--- config.mk ---
export PLATFORM = sky130hd
export DESIGN_NAME = usr_burst
export DESIGN_NICKNAME = d
export VERILOG_FILES = /design/src/rtl/usr_burst_pkg.sv /design/src/rtl/usr_rot.sv /design/src/rtl/usr_burst.sv
export SDC_FILE = /design/constraint.sdc
export NUM_CORES = 1
export LEC_CHECK = 0
export CAP_MARGIN = 20
export CORE_UTILIZATION = 49
export DETAILED_ROUTE_END_ITERATION = 10
export PLACE_DENSITY = 0.74
export RECOVER_POWER = 100
export SYNTH_ARGS = -nofsm -noshare
export SYNTH_HDL_FRONTEND = slang
export SYNTH_HIERARCHICAL = 1
export SYNTH_SLANG_ARGS = --single-unit
--- constraint.sdc ---
create_clock -name clk -period 3.65 [get_ports clk]
set_input_delay 0.365 -clock clk [delete_from_list [all_inputs] [get_ports clk]]
set_output_delay 0.365 -clock clk [all_outputs]
set_load 0.1 [all_outputs]
--- src/rtl/usr_burst_pkg.sv ---
// Shared definitions for the usr_burst shift/rotate register: operation
// encodings and controller state enum.
package usr_burst_pkg;

    localparam logic [2:0] OP_HOLD = 3'b000;
    localparam logic [2:0] OP_SHR  = 3'b001;
    localparam logic [2:0] OP_SHL  = 3'b010;
    localparam logic [2:0] OP_LOAD = 3'b011;
    localparam logic [2:0] OP_ROR  = 3'b100;
    localparam logic [2:0] OP_ROL  = 3'b101;
    localparam logic [2:0] OP_ASR  = 3'b110;
    localparam logic [2:0] OP_NOP  = 3'b111;

    typedef enum logic [1:0] {
        IDLE  = 2'd0,
        BURST = 2'd1,
        DONE  = 2'd2
    } state_t;

endpackage

--- src/rtl/usr_rot.sv ---
// Combinational barrel rotator; dir=0 rotates right, dir=1 rotates left.
module usr_rot #(
    parameter int N  = 8,
    parameter int AW = $clog2(N)
) (
    input  logic [N-1:0]  data,
    input  logic [AW-1:0] amt,
    input  logic          dir,
    output logic [N-1:0]  rotated
);

    // N is a power of two, so AW-bit index arithmetic wraps modulo N for free.
    for (genvar gi = 0; gi < N; gi++) begin : g_bit
        localparam logic [AW-1:0] POS = AW'(gi);
        logic [AW-1:0] idx_right;
        logic [AW-1:0] idx_left;
        assign idx_right   = POS + amt;
        assign idx_left    = POS - amt;
        assign rotated[gi] = dir ? data[idx_left] : data[idx_right];
    end

endmodule

--- src/rtl/usr_burst.sv ---
// Universal shift register with single-cycle ops and multi-cycle shift bursts.
// Define USR_BURST_ASR_EN to enable the arithmetic-shift-right op (110).
module usr_burst
    import usr_burst_pkg::*;
#(
    parameter int N  = 8,
    parameter int AW = $clog2(N)
) (
    input  logic          clk,
    input  logic          reset_n,
    input  logic [2:0]    op,
    input  logic [AW-1:0] amt,
    input  logic          start,
    input  logic          msb_in,
    input  logic          lsb_in,
    input  logic [N-1:0]  d,
    output logic [N-1:0]  q,
    output logic          msb_out,
    output logic          lsb_out,
    output logic          busy,
    output logic          done
);

    state_t        state_reg, state_next;
    logic [N-1:0]  q_reg, q_next;
    logic [AW-1:0] cnt_reg, cnt_next;
    logic          dir_reg, dir_next;

    logic [N-1:0]  shr_val;
    logic [N-1:0]  shl_val;
    logic [N-1:0]  rot_val;
    logic [N-1:0]  asr_val;

    assign shr_val = {msb_in, q_reg[N-1:1]};
    assign shl_val = {q_reg[N-2:0], lsb_in};

    usr_rot #(
        .N  (N),
        .AW (AW)
    ) u_rot (
        .data    (q_reg),
        .amt     (amt),
        .dir     (op == OP_ROL),
        .rotated (rot_val)
    );

`ifdef USR_BURST_ASR_EN
    assign asr_val = $signed(q_reg) >>> amt;
`else
    assign asr_val = q_reg;
`endif

    always_ff @(posedge clk or negedge reset_n) begin
        if (!reset_n) begin
            state_reg <= IDLE;
            q_reg     <= '0;
            cnt_reg   <= '0;
            dir_reg   <= 1'b0;
        end else begin
            state_reg <= state_next;
            q_reg     <= q_next;
            cnt_reg   <= cnt_next;
            dir_reg   <= dir_next;
        end
    end

    always_comb begin
        state_next = state_reg;
        q_next     = q_reg;
        cnt_next   = cnt_reg;
        dir_next   = dir_reg;
        case (state_reg)
            IDLE: begin
                if (start && (amt != '0) && ((op == OP_SHR) || (op == OP_SHL))) begin
                    // Burst entry cycle only latches; the first shift happens next edge.
                    state_next = BURST;
                    cnt_next   = amt;
                    dir_next   = (op == OP_SHL);
                end else begin
                    case (op)
                        OP_SHR:  q_next = shr_val;
                        OP_SHL:  q_next = shl_val;
                        OP_LOAD: q_next = d;
                        OP_ROR:  q_next = rot_val;
                        OP_ROL:  q_next = rot_val;
                        OP_ASR:  q_next = asr_val;
                        default: q_next = q_reg;
                    endcase
                end
            end
            BURST: begin
                q_next   = dir_reg ? shl_val : shr_val;
                cnt_next = cnt_reg - AW'(1);
                if (cnt_reg == AW'(1)) begin
                    state_next = DONE;
                end
            end
            DONE: begin
                state_next = IDLE;
                cnt_next   = '0;
            end
            default: begin
                state_next = IDLE;
                cnt_next   = '0;
            end
        endcase
    end

    assign q       = q_reg;
    assign msb_out = q_reg[N-1];
    assign lsb_out = q_reg[0];
    assign busy    = (state_reg == BURST);
    assign done    = (state_reg == DONE);

endmodule
==> results of run 1 <==
power by group through the flow:
stage / combinational (mW) / sequential [mW] / clock [mW]
after floorplan: 0.843 / 0.584 / 0
after global placement: 1.33 / 0.369 / 0
after detailed placement: 1.33 / 0.369 / 0
after CTS: 1.34 / 0.368 / 0.152
after global routing: 1.40 / 0.382 / 0.160
final: 1.31 / 0.365 / 0.150
per-stage QoR:
step	cell area, sq um	util	hold WS, ns	setup slack [ns]
after floorplan	1920	-	0.0694	1.30
after global placement	2210	0.595	0.570	0.677
after detailed placement	2210	0.595	0.562	0.646
after CTS	2270	0.610	0.516	0.883
after global routing	2230	0.601	0.614	0.456
final	2230	0.601	0.568	0.715
synthesized netlist by cell type, types with 2 or more instances:
master     n
o211a_1    8
buf_2      3
nand2_1    9
xnor2_1    2
nand2b_1   6
nor2_1     6
a21oi_1   19
o21a_1     3
buf_4      5
mux2i_1   32
buf_6      3
o22ai_1   16
xnor2_2    2
and2_1     9
a221oi_2   2
clkbuf_1   3
xor2_2     2
a221o_1    7
ha_1       4
mux2_2    13
inv_1     15
a221oi_1   7
mux2_4     7
dfrtp_1   14
critical path: stages:
cell           delay [ns]
dlygate4sd3_1        0.61
inv_1                0.20
ha_1                 0.24
xor2_1               0.43
mux2i_1              0.28
o22ai_1              0.13
a221oi_2             0.21
o22ai_1              0.14
a221o_1              0.37
mux2i_1              0.13
layout by cell type (no fill, tap or decap), types with 3 or more instances in the layout:
cell type,count
mux2i_1,32
a21oi_1,19
o22ai_1,16
inv_1,15
clkdlybuf4s50_1,15
dfrtp_1,14
dlygate4sd3_1,14
mux2_2,12
nand2_1,9
and2_1,9
o211a_1,8
a221o_1,7
a221oi_1,7
nand2b_1,6
nor2_1,6
mux2_4,6
ha_1,4
clkbuf_8,4
buf_4,4
xnor2_1,3
o21a_1,3
kinds of logic after synthesis:
family | after synthesis | share of synthesized area
and+or+nand+nor | 37 | 0.101
xor gates and xnor gates | 6 | 0.0431
buffers and inverters | 31 | 0.0842
DFF | 14 | 0.183
adders and majority gates | 4 | 0.0261
muxes | 52 | 0.298
AOI/OAI and AO/OA | 68 | 0.265
metal layers:
| layer | vias to the layer above | part of all wire |
|---|---|---|
| li1 | 849 | - |
| met1 | 830 | 0.44 |
| met2 | 61 | 0.47 |
| met3 | 14 | 0.062 |
| met4 | 0 | 0.028 |
| met5 | - | 0 |
path summary, 6_finish.rpt:
kind,from,depth (start not counted),end
min in group clk,state_reg[1],1,state_reg[0]
hold / removal,reset_n,1,q[5]
hold reg to reg,state_reg[1],1,state_reg[0]
setup reg to reg,q[2],7,q[7]
setup / recovery,amt[1],10,q[7]
max in group asynchronous,reset_n,1,dir_reg
area by class of cell:
class                           count  area, sq um  area share
Sequential cell                    14          350       0.157
Inverter                           16         60.1      0.0269
Timing Repair Buffer               35          328       0.147
Clock buffer                        4         55.1      0.0247
Multi-Input combinational cell    167         1380       0.618
Tap cell                           48         60.1      0.0269
==> report_table.html, run 1 <==
<table>
<tr><th>Metric</th><th>Value</th></tr>
<tr><th colspan="2">Run status</th></tr>
<tr><td>Result of the run</td><td>finished clean</td></tr>
<tr><th colspan="2">Hold path</th></tr>
<tr><td>Hold Path Class</td><td>in2async</td></tr>
<tr><th colspan="2">Critical path</th></tr>
<tr><td>Critical Path Start Type</td><td>input port</td></tr>
<tr><td>Classification of the worst setup path</td><td>in2reg</td></tr>
<tr><td>Worst-case register-to-register setup slack</td><td>1.62 ns</td></tr>
<tr><td>Data required time of the worst path</td><td>approximately 3.8 ns</td></tr>
<tr><td>Kind of end point of the critical path</td><td>flip-flop</td></tr>
<tr><td>Data arrival time at the worst-slack endpoint</td><td>3.11 ns</td></tr>
<tr><td>Largest driver fanout on the critical path</td><td>9</td></tr>
<tr><th colspan="2">Synth</th></tr>
<tr><td>Total nets after synthesis</td><td>235</td></tr>
<tr><td>Post-synthesis area per instance</td><td>9.04 sq um</td></tr>
<tr><td>Sequential-to-total area share from yosys stat</td><td>0.183</td></tr>
<tr><td>Top area cells in the synthesized netlist</td><td>dfrtp_1 18%, mux2i_1 17%, mux2_2 7.6%</td></tr>
<tr><td>Flip-flop and latch count after synthesis</td><td>14</td></tr>
<tr><td>Area share of the largest cell type after synthesis</td><td>0.183</td></tr>
<tr><td>Warnings, synthesis</td><td>6</td></tr>
<tr><td>EDFF count, synth</td><td>0</td></tr>
<tr><td>Mapped Area</td><td>approximately 1900 sq um</td></tr>
<tr><td>Library cell with the largest summed area after synthesis</td><td>dfrtp_1</td></tr>
<tr><td>Post-synthesis instance total</td><td>approximately 210</td></tr>
<tr><td>Post-synthesis async set-or-reset flop share</td><td>1.00</td></tr>
<tr><td>Netlist cell types</td><td>39</td></tr>
<tr><td>Top flip-flop cell by instance count after synthesis</td><td>dfrtp_1</td></tr>
<tr><th colspan="2">Detailed routing</th></tr>
<tr><td>Total wire length after detailed routing</td><td>4910 um</td></tr>
<tr><td>Avg WL per Cell</td><td>between 15 and 20 um</td></tr>
<tr><td>DRC violations left</td><td>0</td></tr>
<tr><td>Via total after detailed routing</td><td>between 1,500 and 2,000</td></tr>
<tr><td>Count of routing violations after the opening detailed-route iteration</td><td>99</td></tr>
<tr><td>Post-DRT Antenna Nets</td><td>0</td></tr>
<tr><td>Via-to-Cell Ratio</td><td>about 6</td></tr>
<tr><td>Number of iterations in the first detailed-routing pass</td><td>5</td></tr>
<tr><th colspan="2">CTS</th></tr>
<tr><td># H-tree levels</td><td>1</td></tr>
<tr><td>Number of CTS-inserted buffers</td><td>3</td></tr>
<tr><td>Hold buffers post-CTS</td><td>0</td></tr>
<tr><td>Clock latency on the worst-skew pair</td><td>0.25 ns</td></tr>
<tr><td>Buffers inserted during post-CTS setup optimization</td><td>0</td></tr>
<tr><td>TritonCTS clock tree</td><td>yes</td></tr>
<tr><td>Clock root buffer master</td><td>clkbuf_8</td></tr>
<tr><td>Clk sinks</td><td>14</td></tr>
<tr><td>Clock transition at path regs</td><td>around 0.060 ns</td></tr>
<tr><td>Number of buffers on the longest clock path</td><td>2</td></tr>
<tr><td>CTS-repair resized insts</td><td>0</td></tr>
<tr><th colspan="2">Global route</th></tr>
<tr><td>GR Layer Usage met1</td><td>0.348</td></tr>
<tr><td>Global-route usage over all layers</td><td>0.252</td></tr>
<tr><td>Antenna violations before repair</td><td>0</td></tr>
<tr><td>Global-route wire length before repair</td><td>8120 um</td></tr>
<tr><td>Via count of the first global-routing pass</td><td>between 1,500 and 2,000</td></tr>
<tr><td>Remaining global-route overflow</td><td>0</td></tr>
<tr><td>Maximum number of pins on one net before global-route repair</td><td>19</td></tr>
<tr><td>Met3 demand-to-capacity share in global routing</td><td>0.0211</td></tr>
<tr><td>GRT Max-Usage Layer</td><td>met2</td></tr>
<tr><td>Met2 layer usage reported by global route</td><td>0.396</td></tr>
<tr><th colspan="2">Power</th></tr>
<tr><td>Post-route total power</td><td>1.82 mW</td></tr>
<tr><td>Share of total power in the clock network</td><td>0.082</td></tr>
<tr><td>Static leakage</td><td>1.05 nW</td></tr>
<tr><td>Proportion of power drawn by combinational gates</td><td>0.718</td></tr>
<tr><td>Power dissipated by switching net loads</td><td>1.04 mW</td></tr>
<tr><td>Power Dens Cells</td><td>between 800 and 900 nW/um^2</td></tr>
<tr><td>Internal Pwr Total</td><td>0.780 mW</td></tr>
<tr><td>Net switching fraction of the power</td><td>0.572</td></tr>
<tr><td>Max VDD drop</td><td>580 uV</td></tr>
<tr><td>Relative contribution of sequential cells to total power</td><td>0.200</td></tr>
<tr><th colspan="2">Finish</th></tr>
<tr><td>Ratio of cells with drive above 1 in the final layout</td><td>0.140</td></tr>
<tr><td>Flip-flop count of the largest register after layout</td><td>8</td></tr>
<tr><td>Diodes inserted</td><td>0</td></tr>
<tr><td>Final Instance Count excl. Fillers</td><td>284</td></tr>
<tr><td>Total Nets Final</td><td>260</td></tr>
<tr><td>Layout Area Growth over Synthesis</td><td>16.4%</td></tr>
<tr><td>Number of fill cells in the layout</td><td>349</td></tr>
<tr><th colspan="2">Floorplan</th></tr>
<tr><td>Core ar.</td><td>about 3700 sq um</td></tr>
<tr><td>Chip Width</td><td>64.5 um</td></tr>
<tr><td>Row count</td><td>22</td></tr>
<tr><td>Die Y-Extent</td><td>64.5 um</td></tr>
<tr><td>Ports placed on the boundary</td><td>31</td></tr>
<tr><td>Area of the die</td><td>around 4200 sq um</td></tr>
<tr><td>Effective utilization at floorplan</td><td>0.516</td></tr>
<tr><th colspan="2">Timing</th></tr>
<tr><td>Transition time of the tightest slew-check pin</td><td>1.15 ns</td></tr>
<tr><td>Part of the cycle the worst path needs</td><td>0.804</td></tr>
<tr><td>Number of pins exceeding their max-slew limit in the final report</td><td>0</td></tr>
<tr><td>Final hold viol count</td><td>0</td></tr>
<tr><td>Final Skew</td><td>0.00372 ns</td></tr>
<tr><td>Clock period minus worst slack</td><td>2.94 ns</td></tr>
<tr><td>Highest clock rate</td><td>about 0.34 GHz</td></tr>
<tr><td>Worst-case headroom to the max-slew limit</td><td>0.237</td></tr>
<tr><td>RSZ-0062 raised after global routing</td><td>no</td></tr>
<tr><td>Final setup violation count</td><td>0</td></tr>
<tr><td>Post-Route Setup TNS</td><td>0 ns</td></tr>
<tr><th colspan="2">Placed design</th></tr>
<tr><td>Input/output buffers</td><td>30</td></tr>
<tr><td>Inst Count DP</td><td>280</td></tr>
<tr><td>Detailed-placement wirelength estimate</td><td>3800 um</td></tr>
<tr><td>Global placer's final weighted congestion</td><td>approximately 1.0</td></tr>
<tr><th colspan="2">Flow run</th></tr>
<tr><td>Max-cap violations</td><td>0</td></tr>
</table>
Note: power is estimated with default switching activity, not from simulation.
==> inputs of run 2 (changes only) <==
--- a/config.mk
+++ b/config.mk
@@ -8,7 +8,7 @@
 export CAP_MARGIN = 20
 export CORE_UTILIZATION = 49
 export DETAILED_ROUTE_END_ITERATION = 10
-export PLACE_DENSITY = 0.74
+export PLACE_DENSITY = 0.77
 export RECOVER_POWER = 100
 export SYNTH_ARGS = -nofsm -noshare
 export SYNTH_HDL_FRONTEND = slang
==> constraint.sdc (replaced) <==
create_clock -name clk -period 2.64 [get_ports clk]
set_input_delay 0.264 -clock clk [delete_from_list [all_inputs] [get_ports clk]]
set_output_delay 0.264 -clock clk [all_outputs]
set_load 0.1 [all_outputs]
==> run 2 against run 1 <==
Compared with the run above: setup slack got worse by 0.56 ns; clock power increased by 40%; die area unchanged; worst hold slack got worse by 0.095 ns; flip-flop and latch count unchanged; global-route usage decreased by 0.20 points; critical path type unchanged; largest cell class unchanged; largest power group unchanged.
==> report_table.html, run 2 (synthesized netlist as in run 1, its figures left out) <==
<table>
<tr><th>Metric</th><th>Value</th></tr>
<tr><th colspan="2">Detailed routing</th></tr>
<tr><td>Total wire length after detailed routing</td><td>4920 um</td></tr>
<tr><td>Count of routing violations after the opening detailed-route iteration</td><td>196</td></tr>
<tr><td>Via-to-Cell Ratio</td><td>6.05</td></tr>
<tr><td>Avg WL per Cell</td><td>about 17 um</td></tr>
<tr><td>Number of iterations in the first detailed-routing pass</td><td>4</td></tr>
<tr><td>Post-DRT Antenna Nets</td><td>0</td></tr>
<tr><td>DRC violations left</td><td>0</td></tr>
<tr><td>Via total after detailed routing</td><td>around 1,800</td></tr>
<tr><th colspan="2">Hold path</th></tr>
<tr><td>Hold Path Class</td><td>in2async</td></tr>
<tr><th colspan="2">Floorplan</th></tr>
<tr><td>Chip Width</td><td>around 65 um</td></tr>
<tr><td>Effective utilization at floorplan</td><td>0.516</td></tr>
<tr><td>Ports placed on the boundary</td><td>31</td></tr>
<tr><td>Row count</td><td>22</td></tr>
<tr><td>Die Y-Extent</td><td>64.5 um</td></tr>
<tr><td>Core ar.</td><td>3720 sq um</td></tr>
<tr><td>Area of the die</td><td>4170 sq um</td></tr>
<tr><th colspan="2">Placed design</th></tr>
<tr><td>Detailed-placement wirelength estimate</td><td>~3800 um</td></tr>
<tr><td>Setup slack at placement</td><td>-0.185 ns</td></tr>
<tr><td>Placement-stage cell area</td><td>2250 sq um</td></tr>
<tr><td>Input/output buffers</td><td>30</td></tr>
<tr><td>Global placer's final weighted congestion</td><td>0.997</td></tr>
<tr><td>Inst Count DP</td><td>between 200 and 300</td></tr>
<tr><th colspan="2">Finish</th></tr>
<tr><td>Diodes inserted</td><td>0</td></tr>
<tr><td>Flip-flop and latch area</td><td>around 350 sq um</td></tr>
<tr><td>Leading cell type in the layout, fill and taps excluded</td><td>mux2i_1</td></tr>
<tr><td>Flip-flop count of the largest register after layout</td><td>8</td></tr>
<tr><td>Multi-input gate area in the final layout</td><td>between 1000 and 1500 sq um</td></tr>
<tr><td>Total Nets Final</td><td>267</td></tr>
<tr><td>Commonest non-fill, non-tap cells in the layout</td><td>32 x mux2i_1, 19 x a21oi_1, 16 x inv_1, 16 x o22ai_1, 16 x clkdlybuf4s50_1</td></tr>
<tr><td>Cell area after layout</td><td>~2300 sq um</td></tr>
<tr><td>Ratio of cells with drive above 1 in the final layout</td><td>0.193</td></tr>
<tr><td>Layout Area Growth over Synthesis</td><td>19.3%</td></tr>
<tr><td>Final Instance Count excl. Fillers</td><td>291</td></tr>
<tr><td>Number of fill cells in the layout</td><td>340</td></tr>
<tr><th colspan="2">Power</th></tr>
<tr><td>Static leakage</td><td>about 1.1 nW</td></tr>
<tr><td>Net switching fraction of the power</td><td>0.577</td></tr>
<tr><td>Power Dens Cells</td><td>1090 nW/um^2</td></tr>
<tr><td>Power dissipated by switching net loads</td><td>1.44 mW</td></tr>
<tr><td>Max VDD drop</td><td>933 uV</td></tr>
<tr><td>Internal Pwr Total</td><td>1.05 mW</td></tr>
<tr><td>Share of total power in the clock network</td><td>0.084</td></tr>
<tr><td>Proportion of power drawn by combinational gates</td><td>0.716</td></tr>
<tr><td>Relative contribution of sequential cells to total power</td><td>0.200</td></tr>
<tr><th colspan="2">CTS</th></tr>
<tr><td>Clock latency on the worst-skew pair</td><td>0.25 ns</td></tr>
<tr><td>Number of buffers on the longest clock path</td><td>2</td></tr>
<tr><td>Number of CTS-inserted buffers</td><td>3</td></tr>
<tr><td>Clock transition at path regs</td><td>roughly 0.06 ns</td></tr>
<tr><td># H-tree levels</td><td>1</td></tr>
<tr><td>Clk sinks</td><td>14</td></tr>
<tr><td>TritonCTS clock tree</td><td>yes</td></tr>
<tr><td>Clock root buffer master</td><td>clkbuf_8</td></tr>
<tr><th colspan="2">Timing</th></tr>
<tr><td>Final setup violation count</td><td>0</td></tr>
<tr><td>Transition time of the tightest slew-check pin</td><td>1.18 ns</td></tr>
<tr><td>Clock period minus worst slack</td><td>2.49 ns</td></tr>
<tr><td>Setup ws final</td><td>0.151 ns</td></tr>
<tr><td>Highest clock rate</td><td>0.402 GHz</td></tr>
<tr><td>Final Skew</td><td>~0.0013 ns</td></tr>
<tr><td>Worst-case hold slack</td><td>0.473 ns</td></tr>
<tr><td>Part of the cycle the worst path needs</td><td>0.943</td></tr>
<tr><td>Number of pins exceeding their max-slew limit in the final report</td><td>0</td></tr>
<tr><td>RSZ-0062 raised after global routing</td><td>no</td></tr>
<tr><td>Post-Route Setup TNS</td><td>0 ns</td></tr>
<tr><td>Final hold viol count</td><td>0</td></tr>
<tr><td>Worst-case headroom to the max-slew limit</td><td>0.219</td></tr>
<tr><th colspan="2">Global route</th></tr>
<tr><td>Maximum number of pins on one net before global-route repair</td><td>19</td></tr>
<tr><td>Antenna violations before repair</td><td>0</td></tr>
<tr><td>Via count of the first global-routing pass</td><td>1,712</td></tr>
<tr><td>Global-route wire length before repair</td><td>approximately 8000 um</td></tr>
<tr><td>Remaining global-route overflow</td><td>0</td></tr>
<tr><td>Global-route usage over all layers</td><td>0.250</td></tr>
<tr><th colspan="2">Critical path</th></tr>
<tr><td>Data required time of the worst path</td><td>2.81 ns</td></tr>
<tr><td>Kind of end point of the critical path</td><td>flip-flop</td></tr>
<tr><td>Largest driver fanout on the critical path</td><td>5</td></tr>
<tr><td>Data arrival time at the worst-slack endpoint</td><td>2.66 ns</td></tr>
<tr><td>Critical Path Start Type</td><td>input port</td></tr>
<tr><td>Classification of the worst setup path</td><td>in2reg</td></tr>
<tr><th colspan="2">Flow run</th></tr>
<tr><td>Max-cap violations</td><td>0</td></tr>
<tr><th colspan="2">Run status</th></tr>
<tr><td>Result of the run</td><td>finished clean</td></tr>
</table>
-- run 2: cell types whose count changed in the layout (fill, tap and decap cells not counted), sizes merged --
cell           previous run  this run
clkbuf                    6        15
dlygate4sd3              14         2
buf                       4        13
clkdlybuf4s50            15        16
-- run 2: final timing paths --
kind	startpoint	slack, ns	end	cells past startpoint
max	amt[0]	0.15	q[3]	10
min	reset_n	0.47	q[6]	1
max reg2reg	q[2]	0.61	q[3]	7
min reg2reg	cnt_reg[2]	0.57	state_reg[1]	2
max in group asynchronous	reset_n	1.76	dir_reg	1
min in group clk	cnt_reg[2]	0.57	state_reg[1]	2
-- run 2: power by group through the flow --
stage                     logic, mW  clock network [mW]  registers (mW)
final                          1.78               0.210           0.499
after global routing           1.90               0.225           0.520
after CTS                      1.83               0.217           0.497
after detailed placement       1.83                   0           0.499
after global placement         1.81                   0           0.501
after floorplan                1.17                   0           0.808
-- run 2: through the flow --
stage               utilization  power, mW
floorplan                     -       1.97
detailed placement        0.605       2.33
CTS                       0.620       2.55
finish                    0.615       2.49
global placement          0.605       2.31
global route              0.615       2.65
-- run 2: layer usage --
metal | part of all wire | up-vias | track usage
met3 | 0.036 | 14 | 0.0158
met2 | 0.50 | 47 | 0.420
li1 | - | 863 | -
met4 | 0.022 | 0 | 0.119
met5 | 0 | - | 0
met1 | 0.44 | 837 | 0.325
-- run 2: cell type report --
class                           count  area share
Clock buffer                        4      0.0241
Inverter                           16      0.0263
Multi-Input combinational cell    167       0.625
Sequential cell                    14       0.153
Tap cell                           48      0.0263
Timing Repair Buffer               42       0.145
-- run 2: repair_timing --
action,in CTS,in global routing
hold buffers,0,0
setup buffers,0,0
endpoints found under the setup margin,0,3
resized for setup,0,3
-- run 2: worst max-delay path, cell delays in order --
cell and delay, ns:
clkdlybuf4s50_1 0.56, inv_1 0.10, ha_2 0.26, xnor2_4 0.24
mux2i_1 0.22, o22ai_1 0.10, a221oi_1 0.30, o22ai_1 0.17
a221o_1 0.30, mux2i_1 0.13
==> inputs of run 3 (changes only) <==
--- a/config.mk
+++ b/config.mk
@@ -5,6 +5,7 @@
 export SDC_FILE = /design/constraint.sdc
 export NUM_CORES = 1
 export LEC_CHECK = 0
+export ABC_CLOCK_PERIOD_IN_PS = 2100
 export CAP_MARGIN = 20
 export CORE_UTILIZATION = 49
 export DETAILED_ROUTE_END_ITERATION = 10
==> constraint.sdc (replaced) <==
create_clock -name clk -period 2.1 [get_ports clk]
set_input_delay 0.21 -clock clk [delete_from_list [all_inputs] [get_ports clk]]
set_output_delay 0.21 -clock clk [all_outputs]
set_load 0.1 [all_outputs]
==> run 3 against run 2 <==
Compared with the run above: worst hold slack lost 0.035 ns; highest routed layer unchanged; routed wire length increased by 12%; setup slack got worse by 0.13 ns; design area up 17%; global-route usage rose by 2.6 points; critical path type unchanged; largest cell class unchanged; power rose by 42%.
==> report_table.html, run 3 (synthesized netlist as in run 1, its figures left out) <==
<table>
<tr><th>Metric</th><th>Value</th></tr>
<tr><th colspan="2">Run status</th></tr>
<tr><td>Result of the run</td><td>finished clean</td></tr>
<tr><th colspan="2">CTS</th></tr>
<tr><td>TritonCTS clock tree</td><td>yes</td></tr>
<tr><td>Clock root buffer master</td><td>clkbuf_8</td></tr>
<tr><td>Clk sinks</td><td>14</td></tr>
<tr><td>Number of CTS-inserted buffers</td><td>3</td></tr>
<tr><td># H-tree levels</td><td>1</td></tr>
<tr><td>Hold buffers post-CTS</td><td>0</td></tr>
<tr><td>Clock transition at path regs</td><td>roughly 0.060 ns</td></tr>
<tr><td>Number of buffers on the longest clock path</td><td>2</td></tr>
<tr><td>Clock latency on the worst-skew pair</td><td>0.25 ns</td></tr>
<tr><th colspan="2">Finish</th></tr>
<tr><td>Flip-flop count of the largest register after layout</td><td>8</td></tr>
<tr><td>Multi-input gate area in the final layout</td><td>approximately 1600 sq um</td></tr>
<tr><td>Ratio of cells with drive above 1 in the final layout</td><td>0.413</td></tr>
<tr><td>Layout Area Growth over Synthesis</td><td>39.6%</td></tr>
<tr><td>Final core utilization</td><td>0.720</td></tr>
<tr><td>Leading cell type in the layout, fill and taps excluded</td><td>buf_4</td></tr>
<tr><td>Flip-flop and latch area</td><td>360 sq um</td></tr>
<tr><td>Final Instance Count excl. Fillers</td><td>317</td></tr>
<tr><td>Cell area after layout</td><td>2680 sq um</td></tr>
<tr><td>Total Nets Final</td><td>293</td></tr>
<tr><td>Diodes inserted</td><td>0</td></tr>
<tr><td>Number of fill cells in the layout</td><td>277</td></tr>
<tr><td>Commonest non-fill, non-tap cells in the layout</td><td>33 x buf_4, 30 x mux2i_1, 18 x a21oi_1, 14 x inv_1, 14 x o22ai_1</td></tr>
<tr><th colspan="2">Timing</th></tr>
<tr><td>Clock period minus worst slack</td><td>2.08 ns</td></tr>
<tr><td>Number of pins exceeding their max-slew limit in the final report</td><td>0</td></tr>
<tr><td>Final hold viol count</td><td>0</td></tr>
<tr><td>Setup ws final</td><td>about 0.025 ns</td></tr>
<tr><td>Worst-case headroom to the max-slew limit</td><td>0.234</td></tr>
<tr><td>Transition time of the tightest slew-check pin</td><td>1.15 ns</td></tr>
<tr><td>Final Skew</td><td>0.00408 ns</td></tr>
<tr><td>Final setup violation count</td><td>0</td></tr>
<tr><td>Part of the cycle the worst path needs</td><td>0.988</td></tr>
<tr><td>Highest clock rate</td><td>about 0.48 GHz</td></tr>
<tr><th colspan="2">Placed design</th></tr>
<tr><td>Setup slack at placement</td><td>-0.602 ns</td></tr>
<tr><td>Input/output buffers</td><td>30</td></tr>
<tr><td>Placement-stage cell area</td><td>2440 sq um</td></tr>
<tr><td>Detailed-placement wirelength estimate</td><td>4080 um</td></tr>
<tr><td>Inst Count DP</td><td>309</td></tr>
<tr><td>Global placer's final weighted congestion</td><td>0.922</td></tr>
<tr><th colspan="2">Flow run</th></tr>
<tr><td>Max-cap violations</td><td>0</td></tr>
<tr><th colspan="2">Global route</th></tr>
<tr><td>Global-route usage over all layers</td><td>0.276</td></tr>
<tr><td>Maximum number of pins on one net before global-route repair</td><td>19</td></tr>
<tr><td>Remaining global-route overflow</td><td>0</td></tr>
<tr><td>Global-route wire length before repair</td><td>slightly below 9000 um</td></tr>
<tr><td>Antenna violations before repair</td><td>0</td></tr>
<tr><td>Via count of the first global-routing pass</td><td>1,870</td></tr>
<tr><th colspan="2">Floorplan</th></tr>
<tr><td>Row count</td><td>22</td></tr>
<tr><td>Effective utilization at floorplan</td><td>0.516</td></tr>
<tr><td>Die Y-Extent</td><td>64.5 um</td></tr>
<tr><td>Core ar.</td><td>about 3700 sq um</td></tr>
<tr><td>Ports placed on the boundary</td><td>31</td></tr>
<tr><td>Area of the die</td><td>roughly 4200 sq um</td></tr>
<tr><td>Chip Width</td><td>64.5 um</td></tr>
<tr><th colspan="2">Hold path</th></tr>
<tr><td>Hold Path Class</td><td>in2async</td></tr>
<tr><th colspan="2">Critical path</th></tr>
<tr><td>Cell-by-cell listing of the critical path</td><td>clkdlybuf4s15_1 -&gt; inv_2 -&gt; ha_4 -&gt; xnor2_4 -&gt; mux2i_1 -&gt; o22ai_2 -&gt; a221oi_4 -&gt; o22ai_1 -&gt; a221o_1 -&gt; mux2i_1</td></tr>
<tr><td>CP bufs+invs</td><td>2</td></tr>
<tr><td>CP peak stage delay</td><td>0.34 ns</td></tr>
<tr><td>Kind of end point of the critical path</td><td>flip-flop</td></tr>
<tr><td>Highest-delay cell along the critical path</td><td>a221o_1</td></tr>
<tr><td>Worst-case register-to-register setup slack</td><td>0.14 ns</td></tr>
<tr><td>Classification of the worst setup path</td><td>in2reg</td></tr>
<tr><td>Kind of cell adding the most delay to the critical path</td><td>compound AO/OA/AOI/OAI gates</td></tr>
<tr><td>Data required time of the worst path</td><td>2.26 ns</td></tr>
<tr><td>Most frequent cell on the critical path</td><td>mux2i_1</td></tr>
<tr><td>Data arrival time at the worst-slack endpoint</td><td>2.24 ns</td></tr>
<tr><td>Critical Path Start Type</td><td>input port</td></tr>
<tr><td>Largest driver fanout on the critical path</td><td>4</td></tr>
<tr><th colspan="2">Detailed routing</th></tr>
<tr><td>Post-DRT Antenna Nets</td><td>0</td></tr>
<tr><td>Total wire length after detailed routing</td><td>5530 um</td></tr>
<tr><td>Avg WL per Cell</td><td>between 15 and 20 um</td></tr>
<tr><td>Via-to-Cell Ratio</td><td>6.05</td></tr>
<tr><td>Via total after detailed routing</td><td>approximately 1,900</td></tr>
<tr><td>Count of routing violations after the opening detailed-route iteration</td><td>110</td></tr>
<tr><td>DRC violations left</td><td>0</td></tr>
<tr><td>Number of iterations in the first detailed-routing pass</td><td>4</td></tr>
<tr><th colspan="2">Power</th></tr>
<tr><td>Max VDD drop</td><td>1150 uV</td></tr>
<tr><td>Power Dens Cells</td><td>between 1000 and 1500 nW/um^2</td></tr>
<tr><td>Static leakage</td><td>1.28 nW</td></tr>
<tr><td>Post-route total power</td><td>around 3.5 mW</td></tr>
</table>
[run 3: worst register-to-register path, stage by stage, from the launching register on]
cell and delay (ns):
dfrtp_2 0.47, mux2i_1 0.39, mux2i_1 0.14, o22ai_1 0.19, a221oi_2 0.06, o22ai_1 0.21
a221oi_1 0.11, mux2_4 0.27
[run 3: where the power goes]
group | switching, mW | internal [mW] | total (mW)
registers | 0.190 | 0.403 | 0.593
logic | 1.66 | 1.01 | 2.67
clock network | 0.108 | 0.166 | 0.275
[run 3: final timing paths]
path                                   start           end  cells after the start
worst max-delay path                  amt[1]          q[3]                     10
worst min-delay path                 reset_n    cnt_reg[0]                      1
worst max register to register          q[3]          q[0]                      7
worst min register to register  state_reg[1]  state_reg[0]                      1
max in group asynchronous            reset_n          q[5]                      1
min in group clk                       op[2]       dir_reg                      4
[run 3: metal layers]
| layer | share of wire | global-route usage |
|---|---|---|
| met5 | 0 | 0 |
| met4 | 0.029 | 0.117 |
| met3 | 0.051 | 0.0264 |
| met2 | 0.52 | 0.495 |
| met1 | 0.40 | 0.333 |
[run 3: cell type report]
type | count | share of cell area
multi-input cells | 167 | 0.590
repair buffers | 68 | 0.210
flip-flops and latches | 14 | 0.135
inverters | 16 | 0.0225
well taps | 48 | 0.0225
clock buffers | 4 | 0.0206
[run 3: metrics by stage]
stage | TNS, ns | hold slack [ns]
after detailed placement | -4.55 | 0.553
after CTS | 0 | 0.388
after global routing | -0.0249 | 0.488
after global placement | -4.02 | 0.544
after floorplan | -0.000518 | -0.0856
final | 0 | 0.438
[run 3: repair_timing]
action,in CTS,in global routing
gates cloned,0,0
endpoints found under the setup margin,8,8
buffers inserted,2,2
pin swaps,5,4
resized for setup,23,16
